File: config.mk
export PLATFORM = sky130hd
export DESIGN_NAME = cordic_iter_ctrl_flat
export DESIGN_NICKNAME = d
export VERILOG_FILES = /design/src/rtl/cordic_pkg.sv /design/src/rtl/cordic_iter_ctrl_if.sv /design/src/rtl/cordic_step.sv /design/src/rtl/cordic_iter_ctrl.sv /design/src/flat_wrapper.sv
export SDC_FILE = /design/constraint.sdc
export NUM_CORES = 1
export LEC_CHECK = 0
export ABC_CLOCK_PERIOD_IN_PS = 6700
export BUFFER_PORTS_ARGS = -buffer_cell sky130_fd_sc_hd__buf_4
export CAP_MARGIN = 20
export CORE_MARGIN = 2
export CORE_UTILIZATION = 50
export DETAILED_ROUTE_END_ITERATION = 6
export GPL_ROUTABILITY_DRIVEN = 1
export PLACE_DENSITY = 0.76
export SLEW_MARGIN = 20
export SYNTH_ARGS = -nofsm -noshare
export SYNTH_HDL_FRONTEND = slang
export SYNTH_HIERARCHICAL = 1
export SYNTH_SLANG_ARGS = --single-unit
export TNS_END_PERCENT = 30
File: constraint.sdc
create_clock -name clk -period 6.7 [get_ports clk]
set_clock_uncertainty 0.2 [all_clocks]
set_input_delay 1.34 -clock clk [delete_from_list [all_inputs] [get_ports clk]]
set_output_delay 1.34 -clock clk [all_outputs]
set_load 0.03 [all_outputs]
File: src/rtl/cordic_pkg.sv
// Shared types and constants for the iterative CORDIC rotation engine.
// Angles and vectors are Q3.29; the arctangent table is atan(2^-i) * 2^29, rounded.
package cordic_pkg;

  typedef enum logic [1:0] {IDLE, RUN, HOLD} state_e;

  localparam int unsigned ATAN_N = 32;

  localparam logic [31:0] ATAN [0:ATAN_N-1] = '{
    32'h1921FB54, 32'h0ED63383, 32'h07D6DD7E, 32'h03FAB753,
    32'h01FF55BB, 32'h00FFEAAE, 32'h007FFD55, 32'h003FFFAB,
    32'h001FFFF5, 32'h000FFFFF, 32'h00080000, 32'h00040000,
    32'h00020000, 32'h00010000, 32'h00008000, 32'h00004000,
    32'h00002000, 32'h00001000, 32'h00000800, 32'h00000400,
    32'h00000200, 32'h00000100, 32'h00000080, 32'h00000040,
    32'h00000020, 32'h00000010, 32'h00000008, 32'h00000004,
    32'h00000002, 32'h00000001, 32'h00000000, 32'h00000000
  };

  localparam logic [31:0] ONE      = 32'h20000000;
  localparam logic [31:0] K_SCALED = 32'h136E9DB3;

  // Beyond the table the angle rounds to zero anyway.
  function automatic logic [31:0] atan_lookup(input int unsigned idx);
    return (idx < ATAN_N) ? ATAN[idx] : 32'h0;
  endfunction

endpackage

File: src/rtl/cordic_iter_ctrl_if.sv
// Operand/result handshake bundle for cordic_iter_ctrl.
// slave = engine side, master = source/consumer side.
interface cordic_iter_ctrl_if #(
  parameter int WIDTH = 32,
  parameter int ITERS = 16
);
  localparam int IW = $clog2(ITERS + 1);

  logic             in_valid;
  logic             in_ready;
  logic [WIDTH-1:0] x_in;
  logic [WIDTH-1:0] y_in;
  logic [WIDTH-1:0] z_in;
  logic             abort;
  logic             out_valid;
  logic             out_ready;
  logic [WIDTH-1:0] x_out;
  logic [WIDTH-1:0] y_out;
  logic [WIDTH-1:0] z_out;
  logic [IW-1:0]    iter;

  modport slave (
    input  in_valid, x_in, y_in, z_in, abort, out_ready,
    output in_ready, out_valid, x_out, y_out, z_out, iter
  );

  modport master (
    output in_valid, x_in, y_in, z_in, abort, out_ready,
    input  in_ready, out_valid, x_out, y_out, z_out, iter
  );

endinterface

File: src/rtl/cordic_step.sv
// One CORDIC micro-rotation in rotation mode, purely combinational.
// Direction follows the sign of the incoming residual angle.
module cordic_step #(
  parameter int WIDTH = 32,
  parameter int SHW   = 5
) (
  input  logic signed [WIDTH-1:0] i_x,
  input  logic signed [WIDTH-1:0] i_y,
  input  logic signed [WIDTH-1:0] i_z,
  input  logic        [SHW-1:0]   i_shift,
  input  logic signed [WIDTH-1:0] i_atan,
  output logic signed [WIDTH-1:0] o_x,
  output logic signed [WIDTH-1:0] o_y,
  output logic signed [WIDTH-1:0] o_z
);

  logic signed [WIDTH-1:0] w_xs;
  logic signed [WIDTH-1:0] w_ys;
  logic                    w_neg;

  assign w_xs  = i_x >>> i_shift;
  assign w_ys  = i_y >>> i_shift;
  assign w_neg = i_z[WIDTH-1];

  // Both outputs use the old x and y; sums wrap modulo 2^WIDTH.
  assign o_x = w_neg ? (i_x + w_ys)   : (i_x - w_ys);
  assign o_y = w_neg ? (i_y - w_xs)   : (i_y + w_xs);
  assign o_z = w_neg ? (i_z + i_atan) : (i_z - i_atan);

endmodule

File: src/rtl/cordic_iter_ctrl.sv
// Iterative CORDIC rotation engine: one shared step, ITERS cycles per job,
// valid/ready on both sides and a synchronous abort that drops the job.
module cordic_iter_ctrl
  import cordic_pkg::*;
#(
  parameter int WIDTH = 32,
  parameter int ITERS = 16
) (
  input logic               clk,
  input logic               rst_n,
  cordic_iter_ctrl_if.slave bus
);

  localparam int IW = $clog2(ITERS + 1);

  state_e                  r_state;
  state_e                  w_state_nxt;
  logic signed [WIDTH-1:0] r_x;
  logic signed [WIDTH-1:0] r_y;
  logic signed [WIDTH-1:0] r_z;
  logic        [IW-1:0]    r_iter;
  logic signed [WIDTH-1:0] w_x_nxt;
  logic signed [WIDTH-1:0] w_y_nxt;
  logic signed [WIDTH-1:0] w_z_nxt;
  logic signed [WIDTH-1:0] w_atan;
  logic                    w_last;

  assign w_atan = WIDTH'(atan_lookup(int'(r_iter)));
  assign w_last = (r_iter == IW'(ITERS - 1));

  cordic_step #(
    .WIDTH (WIDTH),
    .SHW   (IW)
  ) u_step (
    .i_x     (r_x),
    .i_y     (r_y),
    .i_z     (r_z),
    .i_shift (r_iter),
    .i_atan  (w_atan),
    .o_x     (w_x_nxt),
    .o_y     (w_y_nxt),
    .o_z     (w_z_nxt)
  );

  // NOTE: sequential state uses non-blocking assignments so every flop samples pre-edge values.
  always_ff @(posedge clk or negedge rst_n) begin
    if (!rst_n) r_state <= IDLE;
    else        r_state <= w_state_nxt;
  end

  // Abort outranks every other transition but is ignored while idle.
  always_comb begin
    // NOTE: default assignment first so no path leaves the signal unassigned (no latch).
    w_state_nxt = r_state;
    case (r_state)
      IDLE:    if (bus.in_valid)                    w_state_nxt = RUN;
      RUN:     if (bus.abort)                       w_state_nxt = IDLE;
               else if (w_last)                     w_state_nxt = HOLD;
      HOLD:    if (bus.abort || bus.out_ready)      w_state_nxt = IDLE;
      default:                                      w_state_nxt = IDLE;
    endcase
  end

  always_comb begin
    bus.in_ready  = (r_state == IDLE);
    bus.out_valid = (r_state == HOLD);
  end

  always_ff @(posedge clk or negedge rst_n) begin
    if (!rst_n) begin
      r_x    <= '0;
      r_y    <= '0;
      r_z    <= '0;
      r_iter <= '0;
    end else begin
      case (r_state)
        IDLE: if (bus.in_valid) begin
          r_x    <= bus.x_in;
          r_y    <= bus.y_in;
          r_z    <= bus.z_in;
          r_iter <= '0;
        end
        RUN: if (bus.abort) begin
          r_iter <= '0;
        end else begin
          r_x    <= w_x_nxt;
          r_y    <= w_y_nxt;
          r_z    <= w_z_nxt;
          r_iter <= r_iter + IW'(1);
        end
        HOLD: if (bus.abort || bus.out_ready) r_iter <= '0;
        default: r_iter <= '0;
      endcase
    end
  end

  // Working registers are the result; they only move in RUN, so HOLD is stable.
  assign bus.x_out = r_x;
  assign bus.y_out = r_y;
  assign bus.z_out = r_z;
  assign bus.iter  = r_iter;

endmodule
File: src/flat_wrapper.sv
// flat-port wrapper written by rule: the top's interface ports become plain ports
module cordic_iter_ctrl_flat import cordic_pkg::*;
#(
  parameter int WIDTH = 32,
  parameter int ITERS = 16
)
  (clk, rst_n, bus_in_valid, bus_x_in, bus_y_in, bus_z_in, bus_abort, bus_out_ready, bus_in_ready, bus_out_valid, bus_x_out, bus_y_out, bus_z_out, bus_iter);
  cordic_iter_ctrl_if #(.WIDTH(WIDTH), .ITERS(ITERS)) bus_i ();
  input logic clk;
  input logic rst_n;
  input wire logic [$bits(bus_i.in_valid)-1:0] bus_in_valid;
  input wire logic [$bits(bus_i.x_in)-1:0] bus_x_in;
  input wire logic [$bits(bus_i.y_in)-1:0] bus_y_in;
  input wire logic [$bits(bus_i.z_in)-1:0] bus_z_in;
  input wire logic [$bits(bus_i.abort)-1:0] bus_abort;
  input wire logic [$bits(bus_i.out_ready)-1:0] bus_out_ready;
  output wire logic [$bits(bus_i.in_ready)-1:0] bus_in_ready;
  output wire logic [$bits(bus_i.out_valid)-1:0] bus_out_valid;
  output wire logic [$bits(bus_i.x_out)-1:0] bus_x_out;
  output wire logic [$bits(bus_i.y_out)-1:0] bus_y_out;
  output wire logic [$bits(bus_i.z_out)-1:0] bus_z_out;
  output wire logic [$bits(bus_i.iter)-1:0] bus_iter;
  assign bus_i.in_valid = bus_in_valid;
  assign bus_i.x_in = bus_x_in;
  assign bus_i.y_in = bus_y_in;
  assign bus_i.z_in = bus_z_in;
  assign bus_i.abort = bus_abort;
  assign bus_i.out_ready = bus_out_ready;
  assign bus_in_ready = bus_i.in_ready;
  assign bus_out_valid = bus_i.out_valid;
  assign bus_x_out = bus_i.x_out;
  assign bus_y_out = bus_i.y_out;
  assign bus_z_out = bus_i.z_out;
  assign bus_iter = bus_i.iter;
  cordic_iter_ctrl #(.WIDTH(WIDTH), .ITERS(ITERS)) u_core (.clk(clk), .rst_n(rst_n), .bus(bus_i));
endmodule
==> run summary <==
Crit-path slowest cell = dfrtp_4
CP required = 6.82 ns
Synth-to-layout area growth = 14.5%
Ys Warns = 6
Avg WL per Cell = 21.6 um
Worst path bufs/invs = 2
Synthesized area = 16700 sq um
Unrepaired setup endpoints after global routing = no
Commonest cells after routing, fill and taps aside = buf_4 (278), nor2_1 (272), a21oi_1 (253), mux2i_1 (150), ha_1 (113)
WL final = 57400 um
Worst Setup Start Kind = flop
Relative slew slack = 39.4%
Total grt overflow = 0
Number of flops mapped to enable cells by yosys = 0
Post-placement cell count = 2636
Crit-path cells = buf_4, mux4_2, nor2_1, o21ai_0, a31oi_1, a21boi_1, and4_1, a21oi_1, xnor2_1, ha_1, a21oi_1, o21ai_0, a2111oi_0, nor2_1, o311ai_0, buf_4, a31oi_1, o41ai_1, nand4b_1, o311ai_0, mux2i_1, a21oi_1
Die Width = 187 um
Setup violators final = 0
Final Wtd Congestion = 0.994
Die Y = 187 um
Final Hold Viols = 0
Boundary Pins = 204
Residual DRC = 0
First-pass GRT wire length = 89500 um
Mean Syn Cell Area = 8.27 sq um
Vias in the first global route = 16100
CP dominant cell by count = a21oi_1
Fin nets = 2418
H-tree lvl count = 3
Post-route minimum period = 6.45 ns
Commonest non-fill, non-tap cell in the layout = buf_4
# Max-Cap Violations = 0
Max clock buf depth = 2
Max Slew Vio Count = 0
Unique masters post-synth = 94
Status = completed
Fmax = 155 MHz
Layout Cells excl Fill = 2654
TNS Setup = 0 ns
Seq/Total Area, Yosys = 15.4%
CP Max Fanout = 17
Setup CP Type = flop to flop
Post-synthesis cell count = 2025
Antenna violations before repair = 0
Min-Delay Path Class = flop to flop
CTS Hold Bufs = 0
Initial Util = 50.3%
Top cell family by delay on the critical path = compound AO/OA/AOI/OAI gates
Worst-Margin Slew = 0.908 ns
Final instance area = 19200 sq um
Num CTS Buffers = 9
Ys async rst share = 100%
Post-Place Cell Area = 18800 sq um
Drt via density = 6.39
Post-DP HPWL = 44000 um
CTS tree = built
Max incr delay on CP = 0.63 ns
Total core area = 33300 sq um
PortBufs = 203
Overall Global Routing Usage = 31.9%
CTS sink cnt = 103
Initial DRC Count = 2109
Clock latency on the worst-skew pair = 0.40 ns
WP data arrival = 6.57 ns
Storage element area = 2590 sq um
Largest net degree at the start of global routing = 131
Rows = 67
Layout cells sized above 1 = 20.4%
DIE AREA = 35000 sq um
Clock slew at reported path FFs = 0.08 ns
Post-route ant nets = 0
#FFs+latches synth = 103
1st-pass router iterations = 6
Area taken by multi-input logic gates = 13300 sq um
Final period utilization = 96.3%
FILL cells = 3033
Via count = 17000
Setup crit end kind = flop
Ant diodes = 0
Clk root buf = clkbuf_16
Ys flop type = dfrtp_1
==> layout make-up <==
| cell class | instances | area share (%) |
|---|---|---|
| clock buffers | 9 | 1.17 |
| inverters | 58 | 1.14 |
| clock inverters | 7 | 0.365 |
| flip-flops and latches | 103 | 13.5 |
| multi-input cells | 1746 | 69.4 |
| repair buffers | 283 | 11.4 |
| well taps | 448 | 2.92 |
==> Yosys cell counts, types with 9 or more instances <==
cell type / number / area (sq um)
buf_1: 12 / 45.0
nand2b_1: 28 / 175
nand2_1: 105 / 394
a211oi_1: 23 / 173
o21bai_1: 13 / 97.6
and2_1: 17 / 106
o21ai_1: 10 / 50.1
buf_2: 47 / 235
nor2b_1: 28 / 175
a21oi_1: 254 / 1270
mux2_2: 19 / 214
buf_4: 13 / 97.6
xor2_1: 75 / 657
a31oi_1: 27 / 169
o21a_1: 15 / 113
o21ai_0: 95 / 475
o211ai_1: 10 / 75.1
ha_1: 113 / 1410
inv_1: 58 / 218
buf_6: 9 / 101
mux2i_1: 150 / 1500
a21o_1: 49 / 368
nor3_1: 34 / 170
nand3_1: 27 / 135
dfrtp_1: 103 / 2580
a22oi_1: 13 / 97.6
clkbuf_1: 36 / 135
o22ai_1: 11 / 68.8
mux4_2: 87 / 1960
and3_1: 13 / 81.3
or3_1: 14 / 87.6
nor2_1: 272 / 1020
xnor2_1: 83 / 727
==> worst reg2reg max path: stages (launching register included) <==
cell and delay (ns):
dfrtp_4 0.63, buf_4 0.35, mux4_2 0.53, nor2_1 0.20, o21ai_0 0.13, a31oi_1 0.36
a21boi_1 0.33, and4_1 0.33, a21oi_1 0.11, xnor2_1 0.16, ha_1 0.35, a21oi_1 0.16
o21ai_0 0.12, a2111oi_0 0.39, nor2_1 0.17, o311ai_0 0.46, buf_4 0.20, a31oi_1 0.12
o41ai_1 0.50, nand4b_1 0.15, o311ai_0 0.13, mux2i_1 0.13, a21oi_1 0.18
==> metal layers <==
metal	part of all wire (%)	global-route usage, %
met5	0	0
met4	3.0	10.4
met3	8.7	6.00
met2	45	51.0
met1	43	43.6
==> flip-flops by register name (all words and copies together), names as in the netlist <==
register,count
u_core/bus.iter,5
u_core/bus.y_out,32
u_core/r_state,2
u_core/bus.x_out,32
u_core/bus.z_out,32
==> metrics by stage <==
step / utilization, % / hold slack (ns) / worst slack [ns]
after CTS: 57.4 / 0.385 / 0.257
after floorplan: - / 0.292 / 0.760
after detailed placement: 56.6 / 0.355 / 0.302
after global placement: 56.6 / 0.352 / 0.421
final: 57.6 / 0.380 / 0.248
after global routing: 57.6 / 0.429 / 0.0382
==> worst paths after layout <==
path                                             startpoint                          endpoint  cells past startpoint  slack (ns)
max                          u_core/bus.iter[0]$_DFFE_PN0P_  u_core/bus.x_out[30]$_DFFE_PN0P_                     22        0.25
min                        u_core/bus.z_out[26]$_DFFE_PN0P_  u_core/bus.z_out[26]$_DFFE_PN0P_                      2        0.38
max reg2reg                  u_core/bus.iter[0]$_DFFE_PN0P_  u_core/bus.x_out[30]$_DFFE_PN0P_                     22        0.25
min reg2reg                u_core/bus.z_out[26]$_DFFE_PN0P_  u_core/bus.z_out[26]$_DFFE_PN0P_                      2        0.38
max in group asynchronous                             rst_n  u_core/bus.z_out[31]$_DFFE_PN0P_                      2        4.31
min in group asynchronous                             rst_n   u_core/bus.z_out[2]$_DFFE_PN0P_                      1        0.82
==> repair_timing <==
action                                  4_1_cts  5_1_grt
gates resized for setup                       0        1
endpoints found under the setup margin        0       10
setup buffers                                 0        2
==> cell families (layout without fill, tap and decap cells) <==
kind of cell | after synthesis | in the layout | share of synthesized area (%)
simple gates | 591 | 591 | 16.9
mux | 256 | 256 | 21.9
buf+inv | 180 | 357 | 5.37
fa+ha+maj | 116 | 116 | 8.80
xor+xnor | 159 | 159 | 8.40
other cells | 1 | 5 | 0.0224
flops | 103 | 103 | 15.4
compound gates | 619 | 619 | 23.2
Power is not shown: default switching activity piles up to over one toggle a cycle in this logic, so the estimate is an artifact.
